File: config.mk
export PLATFORM = sky130hd
export DESIGN_NAME = cla_add_seq
export DESIGN_NICKNAME = d
export VERILOG_FILES = /design/src/rtl/cla_add_seq.sv
export SDC_FILE = /design/constraint.sdc
export NUM_CORES = 1
export LEC_CHECK = 0
export ABC_CLOCK_PERIOD_IN_PS = 5300
export CAP_MARGIN = 25
export CORE_UTILIZATION = 45
export DETAILED_ROUTE_END_ITERATION = 10
export HOLD_SLACK_MARGIN = 0.05
export PLACE_DENSITY = 0.8
export SLEW_MARGIN = 20
export SYNTH_ARGS = -nofsm -noshare
export SYNTH_HDL_FRONTEND = slang
export SYNTH_SLANG_ARGS = --single-unit
File: constraint.sdc
create_clock -name clk -period 5.3 [get_ports clk]
set_input_delay 0.795 -clock clk [delete_from_list [all_inputs] [get_ports clk]]
set_output_delay 0.795 -clock clk [all_outputs]
set_load 0.02 [all_outputs]
File: src/rtl/cla_add_seq.sv
// Sequential 32-bit adder/subtractor: one shared 16-bit carry-lookahead slice is used twice,
// first on bits 15:0 and then on bits 31:16, behind a valid/ready handshake on each side.
module cla_add_seq (
  input  logic        clk,
  input  logic        rst_n,
  input  logic        in_valid,
  output logic        in_ready,
  input  logic [31:0] a,
  input  logic [31:0] b,
  input  logic        ALUOp2,
  output logic        out_valid,
  input  logic        out_ready,
  output logic [31:0] result,
  output logic        cout,
  output logic        overflow,
  output logic        zero
);

  typedef enum logic [1:0] {StIdle = 2'd0, StLow = 2'd1, StHigh = 2'd2, StDone = 2'd3} state_e;

  state_e      state_q, state_d;
  logic [31:0] a_q, b_q;
  logic        op_q;
  logic        c16_q;
  logic [31:0] result_q;
  logic        cout_q, overflow_q, zero_q;

  logic [15:0] sl_a, sl_b, sl_g, sl_p, sl_s;
  logic        sl_cin;
  logic [3:0]  grp_g, grp_p;
  logic [4:0]  grp_c;
  logic [16:0] sl_c;

  // Shared 16-bit lookahead slice; operand half and carry-in are selected by state.
  always_comb begin
    sl_a   = (state_q == StHigh) ? a_q[31:16] : a_q[15:0];
    sl_b   = ((state_q == StHigh) ? b_q[31:16] : b_q[15:0]) ^ {16{op_q}};
    sl_cin = (state_q == StHigh) ? c16_q : op_q;
    sl_g   = sl_a & sl_b;
    sl_p   = sl_a | sl_b;
    for (int k = 0; k < 4; k++) begin
      grp_p[k] = &sl_p[4*k +: 4];
      grp_g[k] = sl_g[4*k+3]
               | (sl_p[4*k+3] & sl_g[4*k+2])
               | (sl_p[4*k+3] & sl_p[4*k+2] & sl_g[4*k+1])
               | (sl_p[4*k+3] & sl_p[4*k+2] & sl_p[4*k+1] & sl_g[4*k]);
    end
    // Group carries are flattened so none waits on the previous group's carry.
    grp_c[0] = sl_cin;
    grp_c[1] = grp_g[0] | (grp_p[0] & sl_cin);
    grp_c[2] = grp_g[1] | (grp_p[1] & grp_g[0]) | (grp_p[1] & grp_p[0] & sl_cin);
    grp_c[3] = grp_g[2] | (grp_p[2] & grp_g[1]) | (grp_p[2] & grp_p[1] & grp_g[0])
             | (grp_p[2] & grp_p[1] & grp_p[0] & sl_cin);
    grp_c[4] = grp_g[3] | (grp_p[3] & grp_g[2]) | (grp_p[3] & grp_p[2] & grp_g[1])
             | (grp_p[3] & grp_p[2] & grp_p[1] & grp_g[0])
             | (grp_p[3] & grp_p[2] & grp_p[1] & grp_p[0] & sl_cin);
    sl_c = '0;
    for (int i = 0; i < 16; i++) begin
      if (i % 4 == 0) sl_c[i] = grp_c[i/4];
      else            sl_c[i] = sl_g[i-1] | (sl_p[i-1] & sl_c[i-1]);
    end
    sl_c[16] = grp_c[4];
    sl_s     = sl_a ^ sl_b ^ sl_c[15:0];
  end

  always_ff @(posedge clk or negedge rst_n) begin
    if (!rst_n) state_q <= StIdle;
    else        state_q <= state_d;
  end

  always_comb begin
    state_d = state_q;
    unique case (state_q)
      StIdle: if (in_valid) state_d = StLow;
      StLow:  state_d = StHigh;
      StHigh: state_d = StDone;
      StDone: if (out_ready) state_d = StIdle;
      default: state_d = StIdle;
    endcase
  end

  always_comb begin
    in_ready  = (state_q == StIdle);
    out_valid = (state_q == StDone);
  end

  always_ff @(posedge clk or negedge rst_n) begin
    if (!rst_n) begin
      a_q        <= '0;
      b_q        <= '0;
      op_q       <= 1'b0;
      c16_q      <= 1'b0;
      result_q   <= '0;
      cout_q     <= 1'b0;
      overflow_q <= 1'b0;
      zero_q     <= 1'b0;
    end else begin
      unique case (state_q)
        StIdle: begin
          if (in_valid) begin
            a_q  <= a;
            b_q  <= b;
            op_q <= ALUOp2;
          end
        end
        StLow: begin
          result_q[15:0] <= sl_s;
          c16_q          <= sl_c[16];
        end
        StHigh: begin
          result_q[31:16] <= sl_s;
          cout_q          <= sl_c[16];
          overflow_q      <= sl_c[15] ^ sl_c[16];
          zero_q          <= ~|{sl_s, result_q[15:0]};
        end
        default: ;
      endcase
    end
  end

  assign result   = result_q;
  assign cout     = cout_q;
  assign overflow = overflow_q;
  assign zero     = zero_q;

endmodule

==> qor.csv <==
stage,metric,value,unit
detailed_routing,first_pass_iters,4,
global_route,grt_start_max_net_pins,65,
global_route,grt_use_total,0.195,
cts,tritoncts,done,
synthesis,synth_edf_count,0,
global_route,grt_pass1_vias,3736,
synthesis,yosys_warnings,0,
global_route,grt_antenna_before_repair,0,
detailed_routing,routed_wl,11.3,mm
die,dieHeight,112,microns
worst_setup_path,arrival,5.32,ns
cts,clkTransAtPathRegs,0.06,ns
cts,cts-root-buf,clkbuf_16,
final_layout,final_cell_area,6980,sq um
synthesis,syn_area_per_cell,12.7,sq um
worst_setup_path,r2r_slack,0.26,ns
hold_path,hold_class,primary input to asynchronous set/reset pin,
global_route,grt_pass1_wl,19.0,mm
final_layout,final_core_util,0.599,
synthesis,synth-seq-cells,103,
cts,postCtsSetupBuffers,0,
place,gp_congestion,0.981,
detailed_routing,viasPerCell,5.15,
place,hpwlAfterDp,8.88,mm
worst_setup_path,r2r_end,zero,
sta,setup_violations,0,
synthesis,synth_top_area_frac,0.469,
synthesis,synth_top_area_cell,dfrtp_1,
synthesis,yosysSeqAreaShare,0.469,
job,cap_violations,0,
sta,period_needed,5.04,ns
synthesis,netlist_area,5490,sq um
place,place_area,6680,sq um
die,io-pin-count,106,
synthesis,synthesis.nets,551,
detailed_routing,drt_iter0_drc,132,
synthesis,synth_most_common_cell,dfrtp_1,
detailed_routing,ant_nets,0,
cts,insertion_delay,0.34,ns
final_layout,area_growth_syn_to_layout,27.2,%
worst_setup_path,worst_setup_path_start_kind,flop,
die,initial_core_util,0.471,
detailed_routing,vias,3525,
place,portBuffers,105,
final_layout,drive_above_1_share,0.224,
synthesis,ys.flop_type,dfrtp_1,
cts,cts_sinks,103,
worst_setup_path,worstSetupPathType,flop to flop,
sta,worst_slew_pin_slew,0.941,ns
sta,relSlewSlack,0.370,
sta,timing.setup.tns,0,ns
sta,finalCritPeriodShare,0.951,
synthesis,synth_commonest_cells,"103 x dfrtp_1, 94 x mux2_2, 52 x inv_1",
detailed_routing,routedWlPerCell,16.6,microns
worst_setup_path,r2r_cells,18,
global_route,overflow,0,
synthesis,netlist_instances,434,
die,chipWidth,112,microns
cts,cts-buffers-inserted,9,
cts,cts_max_level,3,
final_layout,num-nets-final,655,
worst_setup_path,worstReg2RegStart,state_q[0],
worst_setup_path,critPathCaptureType,flop,
sta,max_clock_freq,198,MHz
worst_setup_path,worst-path-max-fanout,19,
die,coreArea,11700,sq um
synthesis,synthDistinctLibCells,41,
die,rows,39,
status,status,finished clean,
cts,clockBufferDepth,2,
synthesis,synth_area_leaders,"dfrtp_1 47%, mux2_2 19%, ha_1 8.2%",
worst_setup_path,cp.required,5.58,ns
synthesis,async_flop_share,1.00,
sta,hold_viol,0,
final_layout,diodes,0,
die,die_area,12600,sq um
sta,skew,0.00693,ns
sta,rsz0062_at_grt,false,
sta,report.final.slew_viol_count,0,
detailed_routing,drc,0,
-- metrics by stage --
stage | std cells | setup WS, ns | hold WS (ns)
2_1_floorplan | 434 | 0.615 | 0.474
3_3_place_gp | 670 | 0.343 | 0.469
3_5_place_dp | 670 | 0.139 | 0.483
5_1_grt | 684 | 0.0184 | 0.455
6_report | 684 | 0.262 | 0.420
4_1_cts | 684 | 0.111 | 0.431
-- cell usage in the layout, fill, tap and decap left out, drive strengths merged, types with 3 or more instances in the layout --
cell type	count
inv	52
nand2	8
fa	12
xnor2	13
o21ai	6
ha	36
nor2b	3
mux2	95
xor2	7
clkbuf	10
mux2i	28
a21oi	12
nor2	7
nor4	4
dfrtp	103
buf	7
nor3	6
clkdlybuf4s50	104
-- critical path, stage by stage, from the launching register on --
cell,delay (ns)
dfrtp_1,0.41
inv_1,0.14
ha_4,0.26
buf_4,0.31
mux2_2,0.40
ha_1,0.19
nor3b_1,0.14
nor3_1,0.21
nand2b_1,0.17
and3_1,0.19
o21bai_1,0.07
a21oi_1,0.21
fa_1,0.21
inv_1,0.06
fa_1,0.46
fa_1,0.54
or4b_2,0.62
nor3_1,0.19
a32o_1,0.18
-- kinds of logic (layout without fill, tap and decap cells) --
kind of cell	after synthesis	after routing	synth area share
and+or+nand+nor	41	41	0.0403
AOI/OAI and AO/OA	29	29	0.0344
DFF	103	103	0.469
adders and majority gates	48	48	0.126
buffers and inverters	70	177	0.0515
xor gates and xnor gates	20	20	0.0319
muxes	123	123	0.247
-- sequential cells by signal (all words and copies together) (netlist names) --
register	cells
c16_q	1
b_q	32
cout	1
op_q	1
state_q	2
a_q	32
zero	1
overflow	1
result	32
-- worst max path at each step --
| stage | from | endpoint | slack [ns] | depth (start not counted) |
|---|---|---|---|---|
| finish | state_q[0] | zero | 0.26 | 18 |
| global route | state_q[0] | zero | 0.02 | 18 |
| CTS | state_q[0] | zero | 0.11 | 19 |
| detailed placement | state_q[0] | zero | 0.14 | 19 |
| global placement | state_q[0] | zero | 0.34 | 18 |
| floorplan | state_q[0] | zero | 0.61 | 19 |
-- final cells by class --
| cell class | instances | area [sq um] |
|---|---|---|
| well taps | 143 | 179 |
| inverters | 52 | 195 |
| fillers | 928 | 4680 |
| flip-flops and latches | 103 | 2580 |
| multi-input cells | 261 | 2650 |
| clock inverters | 4 | 47.5 |
| repair buffers | 111 | 1090 |
| clock buffers | 10 | 239 |
-- per-layer routing --
layer | vias to the layer above | wire length, microns | GRT usage
met3 | 19 | 594 | 0.0459
met1 | 1748 | 5020 | 0.250
met5 | - | 0 | 0
met2 | 96 | 5480 | 0.323
met4 | 0 | 238 | 0.0720
li1 | 1662 | - | -
-- what timing repair did --
action	CTS	global route
endpoints found under the hold margin	0	0
hold buffers	0	0
endpoints found under the setup margin	0	1
resized for setup	0	2
Power is left out: the tool's default activity adds up to more than one toggle a clock period on the data nets, which glitch-free logic cannot reach.
